==> src/rtl/mvm_uart_link.sv <==
// mvm_uart_link: UART byte-stream framing front-end for a matrix-vector-multiply core.
// Receives A5-framed requests (K and/or X operands), issues them over an AXIS-style
// port, waits for the Y result and returns a 5A-framed response with status and checksum.
module mvm_uart_link #(
    parameter int unsigned R            = 8,
    parameter int unsigned C            = 8,
    parameter int unsigned W_X          = 8,
    parameter int unsigned W_K          = 8,
    parameter int unsigned TIMEOUT_CLKS = 200_000
) (
    input  logic                              clk,
    input  logic                              rst,
    input  logic                              s_byte_valid,
    input  logic [7:0]                        s_byte_data,
    output logic                              m_byte_valid,
    output logic [7:0]                        m_byte_data,
    input  logic                              m_byte_ready,
    output logic                              m_axis_kx_tvalid,
    output logic [R*C*W_K+C*W_X-1:0]          m_axis_kx_tdata,
    input  logic                              m_axis_kx_tready,
    input  logic                              s_axis_y_tvalid,
    input  logic [R*(W_X+W_K+$clog2(C))-1:0]  s_axis_y_tdata,
    output logic                              s_axis_y_tready,
    output logic                              k_loaded,
    output logic                              frame_err
);

    localparam int unsigned W_Y      = W_X + W_K + $clog2(C);
    localparam int unsigned KW       = R * C * W_K;
    localparam int unsigned XW       = C * W_X;
    localparam int unsigned YW       = R * W_Y;
    localparam int unsigned N_K      = KW / 8;
    localparam int unsigned N_X      = XW / 8;
    localparam int unsigned N_Y      = (YW + 7) / 8;
    localparam int unsigned YPW      = 8 * N_Y;
    localparam int unsigned N_KX_MAX = (N_K > N_X) ? N_K : N_X;
    localparam int unsigned N_MAX    = (N_KX_MAX > N_Y) ? N_KX_MAX : N_Y;
    localparam int unsigned CNT_W    = $clog2(N_MAX + 1);
    localparam int unsigned TO_W     = $clog2(TIMEOUT_CLKS + 1);

    localparam logic [7:0] SOF_REQ   = 8'hA5;
    localparam logic [7:0] SOF_RSP   = 8'h5A;
    localparam logic [7:0] CMD_KX    = 8'h01;
    localparam logic [7:0] CMD_X     = 8'h02;
    localparam logic [7:0] ST_OK     = 8'h00;
    localparam logic [7:0] ST_CHK    = 8'h01;
    localparam logic [7:0] ST_BADCMD = 8'h02;
    localparam logic [7:0] ST_NOK    = 8'h03;

    typedef enum logic [3:0] {
        S_IDLE, S_CMD, S_RX_K, S_RX_X, S_CHECK, S_ISSUE,
        S_WAIT_Y, S_TX_HDR, S_TX_STAT, S_TX_DATA, S_TX_CHK
    } state_t;

    state_t           r_state, w_state_nxt;
    logic [CNT_W-1:0] r_cnt, w_cnt_nxt;
    logic [TO_W-1:0]  r_to_cnt, w_to_nxt;
    logic [7:0]       r_cmd, w_cmd_nxt;
    logic [7:0]       r_rx_chk, w_rx_chk_nxt;
    logic [KW-1:0]    r_k_shadow, w_k_shadow_nxt;
    logic [KW-1:0]    r_k_active, w_k_active_nxt;
    logic [XW-1:0]    r_x, w_x_nxt;
    logic [YPW-1:0]   r_y, w_y_nxt;
    logic [7:0]       r_status, w_status_nxt;
    logic [7:0]       r_tx_chk, w_tx_chk_nxt;
    logic             r_k_loaded, w_k_loaded_nxt;
    logic             r_frame_err, w_frame_err_nxt;
    logic             r_m_byte_valid, w_byte_valid_nxt;
    logic [7:0]       r_m_byte_data, w_byte_data_nxt;
    logic             r_kx_tvalid;
    logic             r_y_tready;

    logic [YPW-1:0]   w_y_pad;
    logic [YPW-1:0]   w_y_sh;
    logic [7:0]       w_y_xor;
    logic             w_in_rx;
    logic             w_in_busy;
    logic             w_tx_hs;

    assign m_byte_valid     = r_m_byte_valid;
    assign m_byte_data      = r_m_byte_data;
    assign m_axis_kx_tvalid = r_kx_tvalid;
    assign m_axis_kx_tdata  = {r_x, r_k_active};
    assign s_axis_y_tready  = r_y_tready;
    assign k_loaded         = r_k_loaded;
    assign frame_err        = r_frame_err;

    // State and datapath registers; outputs are loaded from their next-cycle values
    always_ff @(posedge clk or posedge rst) begin
        if (rst) begin
            r_state        <= S_IDLE;
            r_cnt          <= '0;
            r_to_cnt       <= '0;
            r_cmd          <= '0;
            r_rx_chk       <= '0;
            r_k_shadow     <= '0;
            r_k_active     <= '0;
            r_x            <= '0;
            r_y            <= '0;
            r_status       <= '0;
            r_tx_chk       <= '0;
            r_k_loaded     <= 1'b0;
            r_frame_err    <= 1'b0;
            r_m_byte_valid <= 1'b0;
            r_m_byte_data  <= '0;
            r_kx_tvalid    <= 1'b0;
            r_y_tready     <= 1'b0;
        end else begin
            r_state        <= w_state_nxt;
            r_cnt          <= w_cnt_nxt;
            r_to_cnt       <= w_to_nxt;
            r_cmd          <= w_cmd_nxt;
            r_rx_chk       <= w_rx_chk_nxt;
            r_k_shadow     <= w_k_shadow_nxt;
            r_k_active     <= w_k_active_nxt;
            r_x            <= w_x_nxt;
            r_y            <= w_y_nxt;
            r_status       <= w_status_nxt;
            r_tx_chk       <= w_tx_chk_nxt;
            r_k_loaded     <= w_k_loaded_nxt;
            r_frame_err    <= w_frame_err_nxt;
            r_m_byte_valid <= w_byte_valid_nxt;
            r_m_byte_data  <= w_byte_data_nxt;
            r_kx_tvalid    <= (w_state_nxt == S_ISSUE);
            r_y_tready     <= (w_state_nxt == S_WAIT_Y);
        end
    end

    // Next-state, datapath updates, timeout and overrun detection
    always_comb begin
        w_state_nxt     = r_state;
        w_cnt_nxt       = r_cnt;
        w_to_nxt        = '0;
        w_cmd_nxt       = r_cmd;
        w_rx_chk_nxt    = r_rx_chk;
        w_k_shadow_nxt  = r_k_shadow;
        w_k_active_nxt  = r_k_active;
        w_x_nxt         = r_x;
        w_y_nxt         = r_y;
        w_status_nxt    = r_status;
        w_tx_chk_nxt    = r_tx_chk;
        w_k_loaded_nxt  = r_k_loaded;
        w_frame_err_nxt = 1'b0;

        w_y_pad = YPW'(s_axis_y_tdata);
        w_y_xor = '0;
        for (int unsigned i = 0; i < N_Y; i++) begin
            w_y_xor = w_y_xor ^ 8'(w_y_pad >> (i * 32'd8));
        end

        w_in_rx   = (r_state == S_CMD) || (r_state == S_RX_K) ||
                    (r_state == S_RX_X) || (r_state == S_CHECK);
        w_in_busy = (r_state == S_ISSUE) || (r_state == S_WAIT_Y) ||
                    (r_state == S_TX_HDR) || (r_state == S_TX_STAT) ||
                    (r_state == S_TX_DATA) || (r_state == S_TX_CHK);
        w_tx_hs   = r_m_byte_valid && m_byte_ready;

        case (r_state)
            S_IDLE: begin
                if (s_byte_valid && (s_byte_data == SOF_REQ)) w_state_nxt = S_CMD;
            end
            S_CMD: begin
                if (s_byte_valid) begin
                    w_cmd_nxt    = s_byte_data;
                    w_rx_chk_nxt = s_byte_data;
                    if (s_byte_data == CMD_KX) begin
                        w_state_nxt = S_RX_K;
                    end else if (s_byte_data == CMD_X && r_k_loaded) begin
                        w_state_nxt = S_RX_X;
                    end else if (s_byte_data == CMD_X) begin
                        w_status_nxt = ST_NOK;
                        w_tx_chk_nxt = ST_NOK;
                        w_state_nxt  = S_TX_HDR;
                    end else begin
                        w_status_nxt    = ST_BADCMD;
                        w_tx_chk_nxt    = ST_BADCMD;
                        w_frame_err_nxt = 1'b1;
                        w_state_nxt     = S_TX_HDR;
                    end
                end
            end
            S_RX_K: begin
                if (s_byte_valid) begin
                    w_k_shadow_nxt = (r_k_shadow >> 8) | (KW'(s_byte_data) << (KW - 8));
                    w_rx_chk_nxt   = r_rx_chk ^ s_byte_data;
                    if (r_cnt == CNT_W'(N_K - 1)) w_state_nxt = S_RX_X;
                    else                          w_cnt_nxt   = r_cnt + CNT_W'(1);
                end
            end
            S_RX_X: begin
                if (s_byte_valid) begin
                    w_x_nxt      = (r_x >> 8) | (XW'(s_byte_data) << (XW - 8));
                    w_rx_chk_nxt = r_rx_chk ^ s_byte_data;
                    if (r_cnt == CNT_W'(N_X - 1)) w_state_nxt = S_CHECK;
                    else                          w_cnt_nxt   = r_cnt + CNT_W'(1);
                end
            end
            S_CHECK: begin
                if (s_byte_valid) begin
                    if (s_byte_data == r_rx_chk) begin
                        if (r_cmd == CMD_KX) begin
                            w_k_active_nxt = r_k_shadow;
                            w_k_loaded_nxt = 1'b1;
                        end
                        w_state_nxt = S_ISSUE;
                    end else begin
                        w_status_nxt    = ST_CHK;
                        w_tx_chk_nxt    = ST_CHK;
                        w_frame_err_nxt = 1'b1;
                        w_state_nxt     = S_TX_HDR;
                    end
                end
            end
            S_ISSUE: begin
                if (r_kx_tvalid && m_axis_kx_tready) w_state_nxt = S_WAIT_Y;
            end
            S_WAIT_Y: begin
                if (r_y_tready && s_axis_y_tvalid) begin
                    w_y_nxt      = w_y_pad;
                    w_status_nxt = ST_OK;
                    w_tx_chk_nxt = w_y_xor;
                    w_state_nxt  = S_TX_HDR;
                end
            end
            S_TX_HDR: begin
                if (w_tx_hs) w_state_nxt = S_TX_STAT;
            end
            S_TX_STAT: begin
                if (w_tx_hs) w_state_nxt = (r_status == ST_OK) ? S_TX_DATA : S_TX_CHK;
            end
            S_TX_DATA: begin
                if (w_tx_hs) begin
                    if (r_cnt == CNT_W'(N_Y - 1)) w_state_nxt = S_TX_CHK;
                    else                          w_cnt_nxt   = r_cnt + CNT_W'(1);
                end
            end
            S_TX_CHK: begin
                if (w_tx_hs) w_state_nxt = S_IDLE;
            end
            default: w_state_nxt = S_IDLE;
        endcase

        // Idle-gap watchdog while a request frame is partially received
        if (w_in_rx && !s_byte_valid) begin
            if (r_to_cnt == TO_W'(TIMEOUT_CLKS)) begin
                w_state_nxt     = S_IDLE;
                w_frame_err_nxt = 1'b1;
            end else begin
                w_to_nxt = r_to_cnt + TO_W'(1);
            end
        end

        // Bytes cannot be stalled, so any arriving while busy are lost
        if (s_byte_valid && w_in_busy) w_frame_err_nxt = 1'b1;

        if (w_state_nxt != r_state) w_cnt_nxt = '0;
    end

    // Response byte to present in the next cycle, from next-state values
    always_comb begin
        w_byte_valid_nxt = 1'b0;
        w_byte_data_nxt  = '0;
        w_y_sh           = w_y_nxt >> (32'(w_cnt_nxt) * 32'd8);
        case (w_state_nxt)
            S_TX_HDR:  begin w_byte_valid_nxt = 1'b1; w_byte_data_nxt = SOF_RSP;      end
            S_TX_STAT: begin w_byte_valid_nxt = 1'b1; w_byte_data_nxt = w_status_nxt; end
            S_TX_DATA: begin w_byte_valid_nxt = 1'b1; w_byte_data_nxt = w_y_sh[7:0];  end
            S_TX_CHK:  begin w_byte_valid_nxt = 1'b1; w_byte_data_nxt = w_tx_chk_nxt; end
            default:   begin w_byte_valid_nxt = 1'b0; w_byte_data_nxt = '0;           end
        endcase
    end

endmodule

==> config.mk <==
export PLATFORM = sky130hd
export DESIGN_NAME = mvm_uart_link
export DESIGN_NICKNAME = d
export VERILOG_FILES = /design/src/rtl/mvm_uart_link.sv
export SDC_FILE = /design/constraint.sdc
export NUM_CORES = 2
export LEC_CHECK = 0
export ABC_AREA = 1
export CAP_MARGIN = 15
export CORE_MARGIN = 1.5
export CORE_UTILIZATION = 50
export CTS_BUF_LIST = sky130_fd_sc_hd__clkbuf_16
export CTS_CLUSTER_DIAMETER = 200
export DETAILED_ROUTE_END_ITERATION = 16
export DONT_BUFFER_PORTS = 1
export PLACE_DENSITY = 0.67
export SETUP_SLACK_MARGIN = 0.02
export SLEW_MARGIN = 40
export SYNTH_ARGS = -nofsm -noshare
export SYNTH_HDL_FRONTEND = slang
export SYNTH_SLANG_ARGS = --single-unit
==> constraint.sdc <==
create_clock -name clk -period 132.7 [get_ports clk]
set_input_delay 26.54 -clock clk [delete_from_list [all_inputs] [get_ports clk]]
set_output_delay 26.54 -clock clk [all_outputs]
set_load 0.02 [all_outputs]
==> metrics <==
status finished, final reports clean; DRC violation count after routing 0; Critical-path top delay cell nor2_1; crit-path cells nand2_1, inv_1, nand3_4, nand2_1, nor2_1, nand2_1, nor2_1, nand3_1, nand3_1, nand2_1, nand2_1, nor2_4, o21ai_2, buf_4, nor2_1, nand2_1, nand2_1, nand2_1, nand2_1, nand2_1, nand2_1; maximum buffer depth of the clock tree 3; synthesized cell area 53100 um^2; maximum VDD drop 0.0000142 V; Syn Nets 5932; grt ovf 0; Crit. path cell count 21; Hold Crit Start r_y[139]$_DFF_PP0_; Max Slew Vio Count 0; Seq. cell area 32900 um^2; H-tree depth 4; initial antenna violation count 3; post_cts resized 0; Slew @ Worst Pin 0.851 ns; setup bufs post-CTS 0; synthesis warning total 0; most used cell, CP nand2_1; Synth Area in XOR/XNOR 2.64%; clock sinks 1314; post-DR vias/cell 5.25; Min-Delay Endpoint r_y[139]$_DFF_PP0_; CTS tree done; worst-case clock skew 0.0497 ns; part of the cycle the worst path needs 22.4%; reg-to-reg endpoint m_byte_data[2]$_DFF_PP0_; Tot GR Track Use 25.4%; Avg Cell Area, Syn 9.22 um^2; routed length per instance 19.4 um; max-cap viol count 0; Synth area leaders dfrtp_1, nand2_1, o21ai_0; fmax 33.6 MHz; row cnt 119; # IOs 755; critical path arrival 30.44 ns; largest family of logic cells by synthesized area simple AND/OR/NAND/NOR gates; full die area 108000 um^2; flop2flop setup slack 128.20 ns; setup TNS 0 ns; minimum clock period 29.77 ns; Detailed Route Iter0 Violations 3627; Final Wtd Congestion 0.934; CP Class in -> reg; Power per Cell Area 17.1 nW/um^2; drt total wl 138000 um; multi-input logic area 16200 um^2; area share of fa/ha/maj cells after synthesis 0.0942%; final hold vios 0; critical-path maximum fanout 53; Syn Inst Count 5762; NumNets Final 5814; Vias 37500; drt first pass iters 8; Die Wd 329 um; simple-gate portion of the synthesized area 13.9%; PortBufs 0; mux contribution to synthesized area 1.36%; share of cells above drive strength 1 5.86%; register area share after synthesis 61.9%; dpl hpwl 95900 um; hold depth 2; Hold Buf Count CTS 0; Post-synth ARST share 100%; post-synth top area cell dfrtp_1; Die Ht 329 um; CP Launch Type primary input; clock latency on the worst-skew pair 0.74 ns; CP Data Required Time 133.37 ns; Leak 0.0274 uW; placeable core area 105000 um^2; total CTS buffers 139; worst reg-to-reg path cell count 21; Worst-path clk slew 0.06 ns; count of state elements after synthesis 1314; Unique masters post-synth 47; cell family with most CP delay simple AND/OR/NAND/NOR gates; P&R area growth vs syn 10.8%; Reg2Reg Launch Point s_axis_y_tready$_DFF_PP0_; CP Capture Type register; worst path bufs/invs 2; largest net degree at the start of global routing 262; Antenna Nets Post-Route 0; first-pass GRT wire length 214000 um; share of the synthesized area in the top cell type 61.9%; Rel. slew slack 42.8%; RSZ-0062 raised after global routing false; HP Class reg -> reg; clock root buffer clkbuf_16; Initial Utilization 50.5%; Compound-Gate Fraction of Synth Area 12.4%; Primary FF master, synth dfrtp_1; vias in the first global route 36500; Slowest Stage Delay on Critical Path 0.67 ns; filler cell count 9284; EDFF count, synth 0; Final setup viols 0; final core occ 55.9%
==> tightest hold or removal path, cell delays in order (launching register included) <==
cell	delay, ns
dfrtp_1	0.32
nand2_1	0.05
nand2_1	0.07
==> synthesized netlist by cell type, types with 5 or more instances <==
cell      instances
nand3_1         101
o21ai_1          21
o22ai_1          12
mux2_2           64
buf_6             5
nor2_2            7
nand3b_1         10
a21oi_2           9
o21ai_0        1156
xnor2_1         112
dfrtp_1        1314
nor3_1           14
nor2_4            5
xor2_1           48
inv_2            11
clkbuf_1        271
nand4_1          10
nand2_2           7
nand2_1        1575
inv_1           767
a21oi_1          29
o211ai_1         24
o311ai_0          8
nor2_1          121
buf_1             5
buf_2            15
==> how the worst max path moves through the flow <==
| stage | startpoint | to | slack (ns) |
|---|---|---|---|
| floorplan | rst | frame_err$_DFF_PP0_ | 69.12 |
| finish | s_axis_y_tvalid | m_byte_data[2]$_DFF_PP0_ | 102.93 |
| detailed placement | s_axis_y_tvalid | m_byte_data[2]$_DFF_PP0_ | 102.03 |
| global route | s_axis_y_tvalid | m_byte_data[2]$_DFF_PP0_ | 102.62 |
| global placement | rst | r_k_shadow[421]$_DFFE_PP0P_ | 101.98 |
| CTS | s_axis_y_tvalid | m_byte_data[2]$_DFF_PP0_ | 102.83 |
==> per-stage QoR <==
| step | power (uW) | setup WS [ns] | hold WS, ns | cell area, um^2 | cells |
|---|---|---|---|---|---|
| 6_report | 1000 | 102.93 | 0.473 | 58900 | 7140 |
| 5_1_grt | 1050 | 102.62 | 0.489 | 58900 | 7139 |
| 4_1_cts | 1010 | 102.83 | 0.470 | 58800 | 7137 |
| 3_5_place_dp | 630 | 102.03 | 0.454 | 54300 | 6892 |
| 3_3_place_gp | 625 | 101.98 | 0.453 | 54000 | 6883 |
| 2_1_floorplan | 590 | 69.12 | 0.437 | 53100 | 5762 |
==> power by group <==
group          internal, uW  switching (uW)  total [uW]
Clock                   218             160         378
Combinational          49.6             110         160
Sequential              440            26.8         466
Total                   707             297        1000
==> sequential cells by signal, indices dropped and copies added, names as in the netlist, 4 cells and up <==
| name | flops |
|---|---|
| r_k_active | 512 |
| r_k_shadow | 512 |
| r_y | 152 |
| r_x | 64 |
| r_to_cnt | 18 |
| m_byte_data | 8 |
| r_cmd | 8 |
| r_rx_chk | 8 |
| r_status | 8 |
| r_tx_chk | 8 |
| r_cnt | 7 |
| r_state | 4 |
==> layout make-up <==
class                      count  area share, %
timing repair buffer          39           1.16
inverter                     780           5.00
antenna                        1        0.00425
clock inverter               101           1.41
sequential                  1314           55.9
multi-input combinational   3370           27.5
tap                         1391           2.96
clock buffer                 144           6.12
==> cells by family after synthesis <==
group / count (synthesis)
and+or+nand+nor: 1864
DFF: 1314
AOI/OAI and AO/OA: 1278
buffers and inverters: 1078
xor gates and xnor gates: 160
muxes: 64
adders and majority gates: 4
==> routing by layer <==
| layer | vias to the layer above | routed length (um) | global-route usage (%) |
|---|---|---|---|
| li1 | 17900 | - | - |
| met1 | 18100 | 56000 | 32.5 |
| met2 | 1178 | 62200 | 38.8 |
| met3 | 314 | 12800 | 8.82 |
| met4 | 0 | 7180 | 12.2 |
| met5 | - | 0 | 0 |
==> placed cells by master (no fill, tap or decap), types with 9 or more instances in the layout <==
cell type,instances
a21oi_1,29
buf_12,9
buf_16,11
buf_6,13
bufinv_16,11
clkbuf_16,144
clkinv_1,32
clkinv_2,17
dfrtp_1,1314
inv_1,799
inv_2,11
mux2_2,64
nand2_1,1574
nand3_1,100
nand3b_1,10
nand4_1,10
nor2_1,120
nor3_1,14
o211ai_1,24
o21ai_0,1156
o21ai_1,21
o22ai_1,12
xnor2_1,112
xor2_1,48
Note: power is estimated with default switching activity, not from simulation.
